==> config.mk <==
export PLATFORM = sky130hd
export DESIGN_NAME = cfg_loader
export DESIGN_NICKNAME = d
export VERILOG_FILES = /design/src/rtl/cfg_pkg.sv /design/src/rtl/cfg_crc8.sv /design/src/rtl/cfg_loader.sv
export SDC_FILE = /design/constraint.sdc
export NUM_CORES = 1
export LEC_CHECK = 0
export ABC_AREA = 1
export BUFFER_PORTS_ARGS = -buffer_cell sky130_fd_sc_hd__buf_2
export CAP_MARGIN = 20
export CORE_ASPECT_RATIO = 1.75
export CORE_MARGIN = 1.5
export CORE_UTILIZATION = 44
export CTS_BUF_LIST = sky130_fd_sc_hd__clkbuf_4 sky130_fd_sc_hd__clkbuf_8 sky130_fd_sc_hd__clkbuf_16
export DETAILED_ROUTE_END_ITERATION = 8
export PLACE_DENSITY_LB_ADDON = 0.3
export SYNTH_ARGS = -nofsm -noshare
export SYNTH_HDL_FRONTEND = slang
export SYNTH_HIERARCHICAL = 1
export SYNTH_SLANG_ARGS = --single-unit
==> constraint.sdc <==
create_clock -name clk -period 1.7 [get_ports clk]
set_input_delay 0.255 -clock clk [delete_from_list [all_inputs] [get_ports clk]]
set_output_delay 0.255 -clock clk [all_outputs]
set_load 0.01 [all_outputs]
==> src/rtl/cfg_pkg.sv <==
// Shared types, constants and helpers for the configuration-chain loader.
package cfg_pkg;

  typedef enum logic [2:0] {
    ST_IDLE,
    ST_LOAD,
    ST_VERIFY,
    ST_DONE,
    ST_ERR
  } cfg_state_e;

  localparam logic [7:0] CRC8_POLY = 8'h07;

  typedef struct packed {
    logic [15:0] nwords;
    logic [15:0] pad;
  } cfg_geom_t;

  // Words per frame and the number of leading bits that fall off the chain tail.
  function automatic cfg_geom_t cfg_geom(input int chain_len, input int word_w);
    cfg_geom_t g;
    int        n;
    n        = (chain_len + word_w - 1) / word_w;
    g.nwords = 16'(n);
    g.pad    = 16'(n * word_w - chain_len);
    return g;
  endfunction

  function automatic logic [7:0] crc8_step(input logic [7:0] crc, input logic b);
    logic fb;
    fb = crc[7] ^ b;
    return {crc[6:0], 1'b0} ^ (fb ? CRC8_POLY : 8'h00);
  endfunction

endpackage

==> src/rtl/cfg_crc8.sv <==
// Serial CRC-8 (poly 0x07, init 0x00), one bit per enabled cycle.
// Only instantiated by cfg_loader when CFG_LOADER_VERIFY_EN is defined.
module cfg_crc8
  import cfg_pkg::*;
(
  input  logic       clk,
  input  logic       rst,
  input  logic       clr,
  input  logic       en,
  input  logic       bit_in,
  output logic [7:0] crc
);

  logic [7:0] crc_q;

  // clr together with en restarts the CRC with the current bit already folded in.
  always_ff @(posedge clk) begin
    if (rst) begin
      crc_q <= 8'h00;
    end else if (clr) begin
      crc_q <= en ? crc8_step(8'h00, bit_in) : 8'h00;
    end else if (en) begin
      crc_q <= crc8_step(crc_q, bit_in);
    end
  end

  assign crc = crc_q;

endmodule

==> src/rtl/cfg_loader.sv <==
// Streams paired words MSB-first into two connection-block configuration chains.
// Define CFG_LOADER_VERIFY_EN to build the recirculating CRC readback check.
module cfg_loader
  import cfg_pkg::*;
#(
  parameter int CHAIN_LEN = 20,
  parameter int WORD_W    = 8
) (
  input  logic              clk,
  input  logic              rst,
  input  logic              start,
  input  logic              s_valid,
  output logic              s_ready,
  input  logic [WORD_W-1:0] s_dataA,
  input  logic [WORD_W-1:0] s_dataB,
  input  logic              s_last,
  output logic              config_en,
  output logic              config_data_inA,
  output logic              config_data_inB,
  input  logic              config_data_outA,
  input  logic              config_data_outB,
  output logic              busy,
  output logic              done,
  output logic              err,
  output cfg_state_e        dbg_state_o
);

  localparam cfg_geom_t GEOM   = cfg_geom(CHAIN_LEN, WORD_W);
  localparam int        NWORDS = int'(GEOM.nwords);
  localparam int        BW     = $clog2(WORD_W + 1);
  localparam int        WCW    = $clog2(NWORDS + 1);

  // Handshake: a word transfers on a rising clk edge where s_valid and s_ready are
  // both high; s_ready is registered and only rises when the shifter is about to drain.
  cfg_state_e        state_q;
  logic [WORD_W-1:0] sh_a_q, sh_b_q;
  logic [BW-1:0]     bits_left_q;
  logic [WCW-1:0]    wcnt_q;
  logic              frame_end_q, ferr_q;
  logic              s_ready_q, en_q, din_a_q, din_b_q;
  logic              busy_q, done_q, err_q;

  logic              start_go, accept, last_bit, end_now, err_now;
  logic [WCW-1:0]    word_n;

  assign start_go = start && (state_q == ST_IDLE || state_q == ST_DONE || state_q == ST_ERR);
  assign accept   = (state_q == ST_LOAD) && s_valid && s_ready_q;
  assign word_n   = wcnt_q + 1'b1;
  assign end_now  = s_last || (word_n == WCW'(NWORDS));
  assign err_now  = s_last != (word_n == WCW'(NWORDS));
  assign last_bit = (state_q == ST_LOAD) && (bits_left_q == '0) && frame_end_q;

`ifdef CFG_LOADER_VERIFY_EN
  localparam int PAD = int'(GEOM.pad);
  localparam int VW  = $clog2(CHAIN_LEN + 1);
  localparam int SW  = $clog2(NWORDS * WORD_W + 1);

  logic [VW-1:0] vcnt_q;
  logic [SW-1:0] sent_q;
  logic [7:0]    ref_a_q, ref_b_q, crc_a, crc_b;
  logic          crc_clr, crc_en;
`endif

  always_ff @(posedge clk) begin
    if (rst) begin
      state_q     <= ST_IDLE;
      sh_a_q      <= '0;
      sh_b_q      <= '0;
      bits_left_q <= '0;
      wcnt_q      <= '0;
      frame_end_q <= 1'b0;
      ferr_q      <= 1'b0;
      s_ready_q   <= 1'b0;
      en_q        <= 1'b0;
      din_a_q     <= 1'b0;
      din_b_q     <= 1'b0;
      busy_q      <= 1'b0;
      done_q      <= 1'b0;
      err_q       <= 1'b0;
`ifdef CFG_LOADER_VERIFY_EN
      vcnt_q      <= '0;
`endif
    end else begin
      done_q <= 1'b0;
      case (state_q)
        ST_IDLE, ST_DONE, ST_ERR: begin
          if (start_go) begin
            state_q     <= ST_LOAD;
            err_q       <= 1'b0;
            busy_q      <= 1'b1;
            s_ready_q   <= 1'b1;
            en_q        <= 1'b0;
            wcnt_q      <= '0;
            bits_left_q <= '0;
            frame_end_q <= 1'b0;
            ferr_q      <= 1'b0;
            sh_a_q      <= '0;
            sh_b_q      <= '0;
          end
        end
        ST_LOAD: begin
          if (last_bit) begin
            s_ready_q <= 1'b0;
            en_q      <= 1'b0;
            if (ferr_q) begin
              state_q <= ST_ERR;
              err_q   <= 1'b1;
              busy_q  <= 1'b0;
            end else begin
`ifdef CFG_LOADER_VERIFY_EN
              state_q <= ST_VERIFY;
              en_q    <= 1'b1;
              vcnt_q  <= '0;
`else
              state_q <= ST_DONE;
              done_q  <= 1'b1;
              busy_q  <= 1'b0;
`endif
            end
          end else if (accept) begin
            en_q        <= 1'b1;
            din_a_q     <= s_dataA[WORD_W-1];
            din_b_q     <= s_dataB[WORD_W-1];
            sh_a_q      <= s_dataA << 1;
            sh_b_q      <= s_dataB << 1;
            bits_left_q <= BW'(WORD_W - 1);
            wcnt_q      <= word_n;
            frame_end_q <= end_now;
            ferr_q      <= err_now;
            s_ready_q   <= (WORD_W == 1) && !end_now;
          end else if (bits_left_q != '0) begin
            en_q        <= 1'b1;
            din_a_q     <= sh_a_q[WORD_W-1];
            din_b_q     <= sh_b_q[WORD_W-1];
            sh_a_q      <= sh_a_q << 1;
            sh_b_q      <= sh_b_q << 1;
            bits_left_q <= bits_left_q - 1'b1;
            s_ready_q   <= (bits_left_q <= BW'(1)) && !frame_end_q;
          end else begin
            // Starved: hold the chain rather than shifting stale bits in.
            en_q      <= 1'b0;
            s_ready_q <= !frame_end_q;
          end
        end
`ifdef CFG_LOADER_VERIFY_EN
        ST_VERIFY: begin
          if (vcnt_q != VW'(CHAIN_LEN)) begin
            vcnt_q <= vcnt_q + 1'b1;
            if (vcnt_q == VW'(CHAIN_LEN - 1)) en_q <= 1'b0;
          end else if (crc_a == ref_a_q && crc_b == ref_b_q) begin
            state_q <= ST_DONE;
            done_q  <= 1'b1;
            busy_q  <= 1'b0;
          end else begin
            state_q <= ST_ERR;
            err_q   <= 1'b1;
            busy_q  <= 1'b0;
          end
        end
`endif
        default: state_q <= ST_IDLE;
      endcase
    end
  end

`ifdef CFG_LOADER_VERIFY_EN
  // Recirculation must close the loop in the same cycle, so the tail bit bypasses the register.
  assign config_data_inA = (state_q == ST_VERIFY) ? config_data_outA : din_a_q;
  assign config_data_inB = (state_q == ST_VERIFY) ? config_data_outB : din_b_q;

  // Leading PAD bits fall off the chain, so they are kept out of the load-side CRC.
  assign crc_clr = start_go || (state_q == ST_VERIFY && vcnt_q == '0);
  assign crc_en  = en_q && ((state_q == ST_LOAD && sent_q >= SW'(PAD)) || state_q == ST_VERIFY);

  always_ff @(posedge clk) begin
    if (rst || start_go) begin
      sent_q <= '0;
    end else if (state_q == ST_LOAD && en_q) begin
      sent_q <= sent_q + 1'b1;
    end
  end

  always_ff @(posedge clk) begin
    if (rst) begin
      ref_a_q <= 8'h00;
      ref_b_q <= 8'h00;
    end else if (state_q == ST_VERIFY && vcnt_q == '0) begin
      ref_a_q <= crc_a;
      ref_b_q <= crc_b;
    end
  end

  cfg_crc8 u_crc_a (
    .clk    (clk),
    .rst    (rst),
    .clr    (crc_clr),
    .en     (crc_en),
    .bit_in (config_data_inA),
    .crc    (crc_a)
  );

  cfg_crc8 u_crc_b (
    .clk    (clk),
    .rst    (rst),
    .clr    (crc_clr),
    .en     (crc_en),
    .bit_in (config_data_inB),
    .crc    (crc_b)
  );
`else
  logic unused_tail;
  assign unused_tail     = config_data_outA ^ config_data_outB;
  assign config_data_inA = din_a_q;
  assign config_data_inB = din_b_q;
`endif

  assign s_ready     = s_ready_q;
  assign config_en   = en_q;
  assign busy        = busy_q;
  assign done        = done_q;
  assign err         = err_q;
  assign dbg_state_o = state_q;

endmodule
# Word level (Yosys, flattened, before mapping)
# Cells that the tools add are included.
[totals] regBits=34 latch_bits=0 mem_bits_rw=0 romBits=0 in_bits=23 output_inout_bits=10 word_cells=102 mem_count=0
[classes] addsub=2 multipliers=0 div_mod_pow=0 magnitude_cmp=1 eq_ne=11 shifts=0 mux=48 bitwise_logic=2 reduce_logical=24
[op_table] operator="2-to-1 mux 8 bit" count=7
[op_table] operator="case mux 8 bit (2 select lines)" count=2
[op_table] operator="2-to-1 mux 1 bit" count=20
[op_table] operator="2-to-1 mux 4 bit" count=4
[op_table] operator="case mux 1 bit (2 select lines)" count=6
[op_table] operator="AND reduction 4 bit" count=3
[op_table] operator="!= test 2 bit (second input constant)" count=5
[op_table] operator="2-to-1 mux 3 bit" count=3
[op_table] operator="case mux 4 bit (2 select lines)" count=1
[op_table] operator="logical AND 1 bit" count=6
[op_table] operator="2-to-1 mux 2 bit" count=3
[op_table] operator="case mux 3 bit (2 select lines)" count=1
[op_table] operator="AND reduction 3 bit" count=2
[op_table] operator="OR reduction 3 bit" count=2
[op_table] operator="less-or-equal comparator 4 x 1 -> 1 bit (second input constant)" count=1
[op_table] operator="zero test 4 bit" count=1
[op_table] operator="case mux 2 bit (2 select lines)" count=1
[op_table] operator="AND reduction 2 bit" count=2
[op_table] operator="nonzero test 2 bit" count=2
[op_table] operator="nonzero test 4 bit" count=1
[op_table] operator="subtractor 4 x 1 -> 4 bit (second input constant)" count=1
[op_table] operator="equality test 3 x 1 -> 1 bit (second input constant)" count=1
[op_table] operator="equality test 3 x 2 -> 1 bit (second input constant)" count=1
[op_table] operator="equality test 3 bit (second input constant)" count=1
[op_table] operator="8 further kinds" count=11

# Logic depth before layout (Yosys ltp)
[depth] word_depth=6 mapped_depth=10 depth_no_buf=9

# Worst setup path before layout
# Ideal clock, no wire load.
[synth_timing] kind="register to register" start="reg bits_left_q[0]" end="reg bits_left_q[1]" setup_ns=0.115 arrival_ns=1.363 required_ns=1.585 slack_ns=0.222 stages_incl_launch_ff=10 n_path_buf=2 synth_period_minus_slack_ns=1.478 path_cell_list="dfxtp_1 inv_1 ha_1 inv_1 nor3_1 nand2_1 buf_2 buf_6 a21oi_1 nor2_1"
[synth_between] elab_chain_cells=5 word_cells_on_any_way=12 classes_between="add/sub (1); eq/ne (2); mux (4); reduce/logical (5)"
[synth_lines] item="start, declared" line_no="cfg_loader.sv:37" text="logic [BW-1:0] bits_left_q;"
[synth_lines] item="start signal, assigned" line_no="cfg_loader.sv:126" text="bits_left_q <= BW'(WORD_W - 1);"
[synth_lines] item="start signal, assigned" line_no="cfg_loader.sv:137" text="bits_left_q <= bits_left_q - 1'b1;"
[synth_lines] item="subtractor 4 x 1 -> 4 bit or zero test 4 bit (tied branches)" line_no="cfg_loader.sv:137, cfg_loader.sv:51"
[synth_lines] item="2-to-1 mux 4 bit or logical AND 1 bit (tied branches)" line_no="cfg_loader.sv:131, cfg_loader.sv:51"
[synth_lines] item="2-to-1 mux 4 bit or logical AND 1 bit (tied branches)" line_no="cfg_loader.sv:120, cfg_loader.sv:51"
[synth_lines] item="2-to-1 mux 4 bit or != test 2 bit (tied branches)"
[synth_lines] item="case mux 4 bit (2 select lines) or AND reduction 4 bit (tied branches)"
# Several ways; a longest one is shown, not always the timed one. The select of a mux whose other input is x is not followed.
# A chain may end at the register's enable or synchronous reset.

# Worst setup path in the final report
[layout_timing] start="reg bits_left_q[1]" end="reg sh_a_q[7]"
[layout_between] elab_chain_cells=5 word_cells_on_any_way=7 classes_between="eq/ne (2); reduce/logical (5)"
[layout_lines] item="zero test 4 bit" line_no="cfg_loader.sv:51" text="assign last_bit = (state_q == ST_LOAD) && (bits_left_q == '0) && frame_end_q;"
[layout_lines] item="logical AND 1 bit (2 in series)" line_no="cfg_loader.sv:51"
[layout_lines] item="!= test 2 bit (no source line)"
[layout_lines] item="AND reduction 4 bit (no source line) (*)"
[layout_lines] item="end signal, assigned" line_no="cfg_loader.sv:124" text="sh_a_q <= s_dataA << 1;"
[layout_lines] item="end signal, assigned" line_no="cfg_loader.sv:135" text="sh_a_q <= sh_a_q << 1;"
[layout_lines] item="end, declared" line_no="cfg_loader.sv:36" text="logic [WORD_W-1:0] sh_a_q, sh_b_q;"
# Every way passes the cells marked *; elsewhere a longest branch is shown, timed or not.

==> summary.txt <==
Global routing
  • Largest net degree at the start of global routing: 21
  • Total grt overflow: 0
  • Initial antenna violation count: 0
  • Total Routing Usage GR: 21.9%
  • Vias in the first global route: 1726
  • First-pass GRT wire length: 7610 um

Worst setup path
  • Critical-path cell list: inv_1 > ha_1 > inv_1 > nor3_2 > nand2_2 > buf_4 > a21oi_1 > nor2_1
  • R2R Path Start: bits_left_q[1]
  • Largest stage delay, worst path: 320 ps
  • Crit-path most repeated cell: inv_1
  • Slowest CP cell: dfxtp_1
  • Worst Path Required: 1880 ps
  • Worst r2r dst: sh_a_q[7]
  • Crit path arrival time: 1720 ps
  • Critical setup path kind: reg -> reg
  • CP endpoint kind: flop
  • Reg2reg path depth: 8
  • Critical Path Fanout Max: 6
  • Critical Path Start Type: flop
  • Reg-to-reg slack, setup: 160 ps

Power
  • Sw Pwr: 0.00164 W
  • Combinational power share: 53.0%
  • Sw Ratio: 42.8%
  • Pint: 0.00218 W
  • Register share of total power: 31.2%
  • Peak VDD IR: 0.000973 V
  • Clock share of power: 15.8%
  • Static Leakage: 1.16 nW
  • PD cells: 1690 nW/um2

Hold path
  • Hold Crit Class: in -> reg
  • WHS Path Cells: 2
  • Worst Hold End: dbg_state_o[0]
  • Start point of the worst hold path: rst

Die
  • Chip height: 88.8 um
  • Chip Width: 52.0 um
  • Initial Util: 45.5%
  • Core Box Area: 4070 um2
  • FP Rows: 31
  • I/O pin count: 33
  • Die ar.: 4620 um2

Synthesis
  • Post-Syn Area: 1850 um2
  • Synth Register Bits: 32
  • Sequential-to-total area share from yosys stat: 34.6%
  • Syn nets: 319
  • Top post-synthesis cells by area: dfxtp_1 (35%), nand2_1 (16%), nand3_1 (8.9%)
  • Yosys top cell by area: dfxtp_1
  • Synth warn: 6
  • Post-synth top cells: nand2_1 (78), inv_1 (37), nor2_1 (37)
  • Post-synth ARST share: 0%
  • Most frequent cell after synthesis: nand2_1
  • Number of synthesized flops with an enable pin: 0
  • Synth top area share: 34.6%
  • Post-synthesis cell count: 291
  • Post-synth cell types: 22
  • Mapped Avg Cell Area: 6.36 um2
  • Leading register cell type out of synthesis: dfxtp_1

Status
  • Outcome: finished clean

STA
  • Worst hold slack: 227 ps
  • Fmax: 0.650 GHz
  • Final Critical Period: 1540 ps
  • Final worst setup slack: 161 ps
  • Max-slew violation count: 0
  • Period utilization: 90.5%
  • Hold Fails Final Rpt: 0
  • Slew Limit Headroom: 75.3%
  • Least-Margin Pin Slew: 370 ps
  • Clock skew: 6.29 ps
  • Count of final setup violators: 0
  • Setup TNS: 0 ps

Clock network
  • TritonCTS Buffers: 5
  • Worst-Skew Late Latency: 280 ps
  • CTS max path bufs: 2
  • CTS tree: yes
  • Clock transition at the registers of the reported paths: 70 ps
  • Root buf cell: clkbuf_8
  • # clock sinks: 32
  • CTS HTree Levels: 2
  • Post-CTS Hold Buffers: 0

Run
  • Max-cap violations: 0

Final layout
  • Syn-to-layout area delta: 22.1%
  • Fin util: 55.5%
  • # diodes: 0
  • Nets: 363
  • Fraction of layout cells with a size suffix above 1: 22.0%
  • Fillcell total: 451

Routing
  • Post-DR wirelength/cell: 11.6 um
  • Routed wire length: 4450 um
  • DRC errors left: 0
  • Initial DRC Count: 46
  • Drt via density: 4.88
  • Via Count: 1880
  • Routed Antenna Nets: 0
  • Drt pass-1 iters: 4

Placed design
  • Dpl hpwl: 3300 um
  • Routability congestion estimate: 0.792
  • PortBufs: 30
  • Pre-CTS WS: 16.5 ps
## registers in the layout, indices dropped and copies added (netlist names), 2 cells and up
| register | flops |
|---|---|
| bits_left_q | 4 |
| dbg_state_o | 3 |
| sh_a_q | 7 |
| sh_b_q | 7 |
| wcnt_q | 2 |
## power groups by stage
stage               Sequential (W)  Combinational [W]  Clock [W]
floorplan                  0.00119            0.00144          0
global placement           0.00120            0.00189          0
detailed placement         0.00120            0.00193          0
CTS                        0.00119            0.00195   0.000617
global route               0.00122            0.00234   0.000652
finish                     0.00119            0.00202   0.000605
## worst max-delay path: cells and delay by family, from the launching register on
kind | cells | cell delay [ps]
and+or+nand+nor | 3 | 400
buffers and inverters | 3 | 370
DFF | 1 | 320
adders and majority gates | 1 | 200
AOI/OAI and AO/OA | 1 | 150
## layout make-up
type | instances | area [um2] | area share [%]
Clock buffer | 6 | 82.6 | 3.65
Sequential cell | 32 | 642 | 28.4
Timing Repair Buffer | 51 | 333 | 14.7
Multi-Input combinational cell | 207 | 990 | 43.8
Clock inverter | 2 | 10.0 | 0.443
Tap cell | 49 | 61.3 | 2.71
Inverter | 38 | 143 | 6.31
## metal layers
metal  routed length (um)  track usage [%]  vias to the layer above
met5                    0                0                        -
met4                   78             9.81                        0
met3                  168             4.39                        7
met2                 2380             40.2                       40
met1                 1820             23.5                      829
li1                     -                -                     1004
## what timing repair did
action,in CTS,in global routing
gates resized for setup,1,3
buffers inserted,0,2
setup endpoints to repair,4,23
pin swaps,0,2
## cell families (layout without fill, tap and decap cells)
family	Yosys count	in the layout	share of synthesized area, %
xor gates and xnor gates	1	1	0.473
and+or+nand+nor	171	171	40.7
AOI/OAI and AO/OA	30	30	8.24
adders and majority gates	5	5	3.38
DFF	32	32	34.6
buffers and inverters	52	97	12.6
## cells in the final DEF (no fill, tap or decap), types with 2 or more instances in the layout
| cell type | instances |
|---|---|
| nand4_1 | 11 |
| buf_2 | 30 |
| clkbuf_8 | 6 |
| nor2_1 | 37 |
| nand3_1 | 32 |
| nor2_2 | 3 |
| nand2_1 | 77 |
| buf_4 | 19 |
| buf_12 | 2 |
| a21oi_1 | 23 |
| or2_2 | 2 |
| clkinv_2 | 2 |
| inv_1 | 37 |
| ha_1 | 5 |
| nor2_4 | 3 |
| o21ai_0 | 5 |
| nand2_2 | 3 |
| dfxtp_1 | 31 |
## worst max-delay path by stage
stage	startpoint	end	depth (start not counted)	slack (ps)
3_3_place_gp	dbg_state_o[0]	sh_a_q[3]	8	60
3_5_place_dp	bits_left_q[1]	sh_b_q[2]	8	20
5_1_grt	bits_left_q[1]	sh_b_q[2]	8	-20
4_1_cts	dbg_state_o[2]	sh_a_q[3]	9	30
6_report	bits_left_q[1]	sh_a_q[7]	8	160
2_1_floorplan	bits_left_q[0]	bits_left_q[1]	9	220
## metrics by stage
stage                     std cells  cell area [um2]  power (W)
after floorplan                 291             1850    0.00263
after CTS                       383             2220    0.00375
after global routing            385             2260    0.00422
after global placement          375             2130    0.00309
final                           385             2260    0.00382
after detailed placement        375             2130    0.00313
Power figures use the tool's default switching activity.
